<file path="src/rtl/msg_block_assembler.sv">
// Byte-serial message collector: packs a valid/ready byte stream into one
// 256-bit block {length[7:0], message[247:0]} for the zero-padding stage.
module msg_block_assembler #(
  parameter int unsigned MAX_BYTES = 31
) (
  input  logic         clk,
  input  logic         rst_n,
  input  logic [7:0]   in_data,
  input  logic         in_valid,
  input  logic         in_last,
  input  logic [2:0]   in_nbits,
  output logic         in_ready,
  output logic [255:0] plainText,
  output logic         out_valid,
  input  logic         out_ready,
  output logic         overflow
);

  localparam int unsigned BYTE_W = 8;
  localparam int unsigned MSG_W  = 248;
  localparam int unsigned LEN_W  = 8;
  localparam int unsigned BLK_W  = MSG_W + LEN_W;
  localparam int unsigned CNT_W  = 5;
  localparam int unsigned NB_W   = 4;

  typedef enum logic {
    COLLECT = 1'b0,
    HOLD    = 1'b1
  } stateT;

  stateT              state;
  stateT              nextState;
  logic [CNT_W-1:0]   cnt;
  logic [CNT_W-1:0]   nextCnt;
  logic [MSG_W-1:0]   buffer;
  logic [MSG_W-1:0]   nextBuf;
  logic [MSG_W-1:0]   byteBuf;
  logic [BLK_W-1:0]   nextPlain;
  logic               nextOutValid;
  logic               nextOverflow;
  logic               nextInReady;
  logic [NB_W-1:0]    nb;
  logic [LEN_W-1:0]   msgLen;
  logic               lastSlot;

  // State and registered outputs; reset discards any partial message.
  always_ff @(posedge clk) begin
    if (!rst_n) begin
      state     <= COLLECT;
      cnt       <= '0;
      buffer    <= '0;
      plainText <= '0;
      out_valid <= 1'b0;
      overflow  <= 1'b0;
      in_ready  <= 1'b0;
    end else begin
      state     <= nextState;
      cnt       <= nextCnt;
      buffer    <= nextBuf;
      plainText <= nextPlain;
      out_valid <= nextOutValid;
      overflow  <= nextOverflow;
      in_ready  <= nextInReady;
    end
  end

  // Next-state, buffer update and block assembly.
  always_comb begin
    nextState    = state;
    nextCnt      = cnt;
    nextBuf      = buffer;
    nextPlain    = plainText;
    nextOutValid = out_valid;
    nextOverflow = overflow;
    nextInReady  = in_ready;

    // Buffer with the incoming byte dropped into the current slot; slots at
    // or above MAX_BYTES are never written, so they stay zero.
    byteBuf = buffer;
    for (int unsigned i = 0; i < MAX_BYTES; i++) begin
      if (cnt == CNT_W'(i)) begin
        byteBuf[BYTE_W*i +: BYTE_W] = in_data;
      end
    end

    // Forced closes (no in_last) always count a full final byte.
    nb       = (in_last && (in_nbits != 3'd0)) ? NB_W'(in_nbits) : NB_W'(8);
    msgLen   = LEN_W'({cnt, 3'b000}) + LEN_W'(nb);
    lastSlot = (cnt == CNT_W'(MAX_BYTES - 1));

    case (state)
      COLLECT: begin
        nextInReady  = 1'b1;
        nextOutValid = 1'b0;
        if (in_valid && in_ready) begin
          nextBuf = byteBuf;
          if (in_last || lastSlot) begin
            nextState    = HOLD;
            nextCnt      = '0;
            nextPlain    = {msgLen, byteBuf};
            nextOutValid = 1'b1;
            nextOverflow = !in_last;
            nextInReady  = 1'b0;
          end else begin
            nextCnt = cnt + CNT_W'(1);
          end
        end
      end
      HOLD: begin
        nextInReady = 1'b0;
        if (out_ready) begin
          nextState    = COLLECT;
          nextCnt      = '0;
          nextBuf      = '0;
          nextPlain    = '0;
          nextOutValid = 1'b0;
          nextOverflow = 1'b0;
          nextInReady  = 1'b1;
        end
      end
      default: begin
        nextState = COLLECT;
      end
    endcase
  end

endmodule

</file>
<file path="config.mk">
export PLATFORM = sky130hd
export DESIGN_NAME = msg_block_assembler
export DESIGN_NICKNAME = d
export VERILOG_FILES = /design/src/rtl/msg_block_assembler.sv
export SDC_FILE = /design/constraint.sdc
export NUM_CORES = 1
export LEC_CHECK = 0
export ABC_AREA = 1
export CAP_MARGIN = 20
export CORE_UTILIZATION = 35
export CTS_BUF_LIST = sky130_fd_sc_hd__clkbuf_16
export DETAILED_ROUTE_END_ITERATION = 12
export HOLD_SLACK_MARGIN = 0.1
export PLACE_DENSITY = 0.59
export SETUP_SLACK_MARGIN = 0.3
export SLEW_MARGIN = 20
export SYNTH_ARGS = -nofsm -noshare
export SYNTH_HDL_FRONTEND = slang
export SYNTH_SLANG_ARGS = --single-unit
</file>
<file path="constraint.sdc">
create_clock -name clk -period 2.6 [get_ports clk]
set_clock_uncertainty 0.1 [all_clocks]
set_input_delay 0.52 -clock clk [delete_from_list [all_inputs] [get_ports clk]]
set_output_delay 0.52 -clock clk [all_outputs]
set_load 0.03 [all_outputs]
</file>
==> flow_summary.toml, run 1 <==
[setup_path]
slowest_stage = "clkdlybuf4s50_1"
timing.critical_path.slowest_cell_delay_ps = 680
path_delay_family = "buffers and inverters"
cp-end-kind = "output pin"
path_max_fanout = 2
path_class = "reg -> out"
crit_arrival_ps = 1640
cp_cell_sequence = "clkdlybuf4s50_1"
startpoint_type = "flop"
cp_data_required_time_ps = 1980
critPathBufInv = 1

[floorplanning]
rows = 96
die_x_um = 265
start_util_pct = 35.3
die_y_um = 265
ios = 275
die_area_um2 = 70200
core_um2 = 68500

[layout]
fin_util_pct = 44.3
fillers = 7013
finalNetCount = 3806
multiInputGateArea_um2 = 10900
syn_to_final_growth_pct = 25.3
register_area_um2 = 10300
drive_gt1_share_pct = 6.59

[sta]
setup_viol = 0
setup_tns_ps = 0
finalHoldViolCount = 0
final-max-slew-violation-count = 0
setup_ws_ps = 339
hold_ws_ps = 166
min_period_ps = 2260
fin_crit_sh_pct = 87.0
worstMarginPinSlew_ps = 513
slew_headroom_pct = 65.8
rsz0062_at_grt = "false"
timing.fmax_ghz = 0.442

[synth]
synth_compound_area_share_pct = 11.3
synth_area_um2 = 24200
synth_top_family_by_area = "simple AND/OR/NAND/NOR gates"
synth_fa_ha_area_share_pct = 0.362
yosys.area_share.simple_pct = 32.9
synth_fp_nets = 3649
yosysSeqAreaShare_pct = 42.5
yosysWarnings = 0
synth_xor_area_share_pct = 0
muxShareOfSynthArea_pct = 0
post_synth.cell_area_avg_um2 = 6.67
syn_inst = 3626
ys_ff_latch = 513
synthDistinctLibCells = 22

[cts]
cts_max_level = 2
clock_path_buffers = 3
hold_buffers = 0
clock-sinks = 513
clk_pin_slew_ps = 60
root_buffer = "clkbuf_16"
clk_latency_ps = 630
cts_tree = "done"
cts_buffers = 57

[placement]
place.port_buffers = 274
dp_hpwl_um = 47800
pre_cts_ws_ps = 113
gp_congestion = 0.782

[outcome]
status = "finished, final reports clean"

[global_routing]
grt_start_max_net_pins = 88
grt.overflow.total = 0
antenna_found_initial = 0
grt_pass1_wl_um = 118000
grt_pass1_vias = 21300
grt_usage_pct = 20.7

[worst_hold_path]
hold_class = "in -> reg"

[routing]
routedWlPerCell_um = 15.9
wirelength_um = 74700
ant_nets = 0
drt-vias-per-instance = 4.93
drcViolationCount = 0
vias = 23200
initialDrtViolationCount = 1892
drt-pass1-iter-count = 5

[power]
p_per_area_nw_per_um2 = 656
p_total_mw = 19.9
p_leak_nw = 15.5
peakVddDrop_v = 0.000472

[job]
cap_violations = 0
## stage by stage
stage	cell area [um^2]	cells
after floorplan	24200	3626
after global placement	28400	4597
after detailed placement	28400	4597
after CTS	30000	4699
after global routing	30300	4708
final	30300	4709
## sequential cells by signal (all words and copies together), names as in the netlist
signal	flops
plainText	256
out_valid	1
state	1
in_ready	1
buffer	248
cnt	5
overflow	1
## worst paths after layout
path	from	end	slack, ps	cells after the start
min	rst_n	plainText[253]$_SDFFE_PN0P_	170	3
min reg2reg	plainText[220]$_SDFFE_PN0P_	plainText[220]$_SDFFE_PN0P_	380	2
max	plainText[174]$_SDFFE_PN0P_	plainText[174]	340	1
max reg2reg	cnt[2]$_SDFFE_PN0P_	plainText[114]$_SDFFE_PN0P_	470	9
## cells in the final DEF (no fill, tap or decap), types with 4 or more instances in the layout
cell,synthesis,final
nand2_1,749,747
dfxtp_1,513,510
inv_1,452,452
nand3_1,415,415
nor2_1,391,391
a21oi_1,271,271
o21ai_0,260,260
nand4_1,188,188
dlygate4sd2_1,0,97
clkdlybuf4s50_1,0,93
dlymetal6s2s_1,0,83
buf_4,6,79
clkbuf_16,0,57
buf_12,0,57
nand3b_1,40,40
clkinv_1,0,16
clkinv_2,0,11
inv_2,2,10
nor2_4,3,6
a21boi_0,8,4
a21boi_1,0,4
bufinv_16,0,4
## cell type report
class                           instances  share of cell area [%]
Clock buffer                           57                    4.71
Clock inverter                         45                    1.05
Tap cell                              882                    3.64
Antenna cell                            1                 0.00826
Sequential cell                       513                    33.9
Timing Repair Buffer                  412                    15.2
Multi-Input combinational cell       2345                    35.8
Inverter                              454                    5.66
## routing by layer
layer	part of all wire (%)	track usage (%)	routed length, um	up-vias
met3	5.3	2.98	3930	98
met5	0	0	0	-
li1	-	-	-	12000
met1	47	29.1	35200	10600
met2	46	33.2	34100	541
met4	2.0	5.14	1510	0
## cell families after synthesis
group                    count (synthesis)
flip-flops                             513
AO/OA/AOI/OAI                          540
buffers and inverters                  768
adder cells (fa/ha/maj)                  7
AND/OR/NAND/NOR                       1798
## cells in the mapped netlist
cell / instances / area (um^2)
nor2_4: 3 / 33.8
nand4_1: 188 / 1180
buf_1: 47 / 176
nand3b_1: 40 / 300
nand3_1: 415 / 2080
nand2_2: 6 / 37.5
a21boi_0: 8 / 60.1
buf_4: 6 / 45.0
nand4_4: 1 / 21.3
dfxtp_1: 513 / 10300
nand2_1: 749 / 2810
nor2_2: 5 / 31.3
inv_2: 2 / 7.51
inv_1: 452 / 1700
buf_2: 139 / 696
ha_1: 7 / 87.6
nor2_1: 391 / 1470
o31ai_1: 1 / 7.51
buf_6: 9 / 101
a21oi_1: 271 / 1360
o21ai_0: 260 / 1300
clkbuf_1: 113 / 424
## power breakdown
group / total (mW) / switching [mW] / internal, mW
Combinational: 3.40 / 2.16 / 1.24
Clock: 7.73 / 3.37 / 4.35
Sequential: 8.75 / 0.293 / 8.45
## timing repair
action	CTS	global route
setup endpoints to repair	143	320
pin swaps	0	4
resized for setup	101	92
setup buffers	0	9
Note: power is estimated with default switching activity, not from simulation.
==> inputs of run 2 (changes only) <==
--- a/config.mk
+++ b/config.mk
@@ -8,7 +8,6 @@
 export ABC_AREA = 1
 export CAP_MARGIN = 20
 export CORE_UTILIZATION = 35
-export CTS_BUF_LIST = sky130_fd_sc_hd__clkbuf_16
 export DETAILED_ROUTE_END_ITERATION = 12
 export HOLD_SLACK_MARGIN = 0.1
 export PLACE_DENSITY = 0.59
==> run 2 against run 1 <==
Effect of this change: total power grew 2.7%; register-to-register slack barely moved; largest cell class unchanged; fmax is 0.29% lower; first-iteration DRC count rose by 3.5%; final cell count is the same; via count grew 0.18%; flip-flop and latch count stayed put; routed wire length down 0.13%; worst setup slack worse by 6.6 ps; combinational power about the same; sequential power hardly changed; cell area rose by 0.55%.
==> flow_summary.toml, run 2 (synthesis results as in run 1) <==
[global_routing]
grt_start_max_net_pins = 88
busiest_layer = "met2"
antenna_found_initial = 0
use_met2_pct = 33.3
use_met1_pct = 29.1
grt_usage_pct = 20.7
grt_pass1_wl_um = 118000
grt.overflow.total = 0
grt_pass1_vias = 21300
use_met3_pct = 2.99

[worst_hold_path]
min_to = "plainText[253]$_SDFFE_PN0P_"
worstHoldStart = "rst_n"
hold_depth = 3
hold_class = "in -> reg"

[placement]
place.port_buffers = 274
place_inst = 4597
pre_cts_ws_ps = 113
dpl_cell_area_um2 = 28400
dp_hpwl_um = 47800
gp_congestion = 0.782

[layout]
fin_area_um2 = 30500
final_common_cell = "nand2_1"
syn_to_final_growth_pct = 26.0
largest_register_ffs = 256
top_regs = "plainText x256, buffer x248, cnt x5"
stdcell_count = 4709
regMostFlops = "plainText"
finalNetCount = 3806
most-common-layout-cells = "nand2_1, dfxtp_1, inv_1, nand3_1, nor2_1"
drive_gt1_share_pct = 7.00
fillers = 6985
fin_util_pct = 44.5

[floorplanning]
die_x_um = 265
rows = 96
core_um2 = 68500
die_area_um2 = 70200
die_y_um = 265
start_util_pct = 35.3
ios = 275

[cts]
clk_pin_slew_ps = 60
clock_path_buffers = 3
cts_tree = "done"
cts_max_level = 2
root_buffer = "clkbuf_16"
cts_buffers = 57
clock-sinks = 513
clk_latency_ps = 630

[setup_path]
crit_start = "plainText[174]$_SDFFE_PN0P_"
cp_data_required_time_ps = 1980
path_delay_family = "buffers and inverters"
path_max_fanout = 2
timing.critical_path.slowest_cell_delay_ps = 690
critPathBufInv = 1
slowest_stage = "clkdlybuf4s50_1"
r2r_cells = 9
cp-end-kind = "output pin"
cp_cell_sequence = "clkdlybuf4s50_1"
path_class = "reg -> out"
crit_arrival_ps = 1650
reg2reg_setup_slack_ps = 460
r2r-end = "plainText[114]$_SDFFE_PN0P_"
startpoint_type = "flop"
r2r_start = "cnt[2]$_SDFFE_PN0P_"

[sta]
setup_ws_ps = 333
slew_headroom_pct = 65.3
worstMarginPinSlew_ps = 520
setup_viol = 0
fin_crit_sh_pct = 87.2
final-max-slew-violation-count = 0
min_period_ps = 2270
setup_tns_ps = 0
rsz0062_at_grt = "false"
finalHoldViolCount = 0
timing.fmax_ghz = 0.441

[power]
p_leak_nw = 15.6
p_per_area_nw_per_um2 = 670
peakVddDrop_v = 0.000476

[routing]
drt-pass1-iter-count = 6
drt-vias-per-instance = 4.94
ant_nets = 0
drcViolationCount = 0
routedWlPerCell_um = 15.8
initialDrtViolationCount = 1958
vias = 23200
wirelength_um = 74600

[outcome]
status = "finished, final reports clean"

[job]
cap_violations = 0
## run 2: changes by cell type in the layout (fill, tap and decap cells not counted)
cell / change
clkbuf_1: +10
clkbuf_8: +16
clkdlybuf4s50_1: -3
clkinv_1: -16
dlymetal6s2s_1: +3
inv_1: -10
## run 2: how the worst max path moves through the flow
stage,to,slack [ps],cells after the start
CTS,plainText[125]$_SDFFE_PN0P_,260,8
floorplan,plainText[126]$_SDFFE_PN0P_,440,10
global placement,plainText[125]$_SDFFE_PN0P_,130,8
detailed placement,buffer[158]$_SDFFE_PN0P_,110,9
finish,plainText[174],330,1
global route,plainText[82],300,1
## run 2: final cells by class
type	instances	area (um^2)	share of cell area (%)
Multi-Input combinational cell	2345	10900	35.6
Tap cell	882	1100	3.62
Clock buffer	83	1680	5.53
Antenna cell	1	2.50	0.00821
Inverter	454	1710	5.62
Sequential cell	513	10300	33.7
Clock inverter	19	220	0.722
Timing Repair Buffer	412	4610	15.1
## run 2: metrics by stage
step,total power [mW],hold WS (ps)
after floorplan,11.1,397
after global routing,21.4,147
final,20.4,167
after global placement,12.4,365
after CTS,20.7,130
after detailed placement,12.4,372
## run 2: repair_timing
| action | in CTS | in global routing |
|---|---|---|
| gates resized for setup | 101 | 95 |
| buffers inserted | 0 | 9 |
| setup endpoints to repair | 141 | 323 |
| hold endpoints to repair | 0 | 0 |
| pin swaps | 0 | 4 |
| hold buffers | 0 | 0 |
## run 2: report_power, final
part           leakage [nW]  switching [mW]  internal (mW)
Clock                 0.948            3.39           4.87
Sequential             4.21           0.293           8.45
Combinational          10.4            2.17           1.24
## run 2: layer usage
metal / part of all wire (%) / vias to the layer above
met5: 0 / -
met4: 2.1 / 0
met3: 5.2 / 105
met2: 45 / 553
met1: 47 / 10600
li1: - / 12000
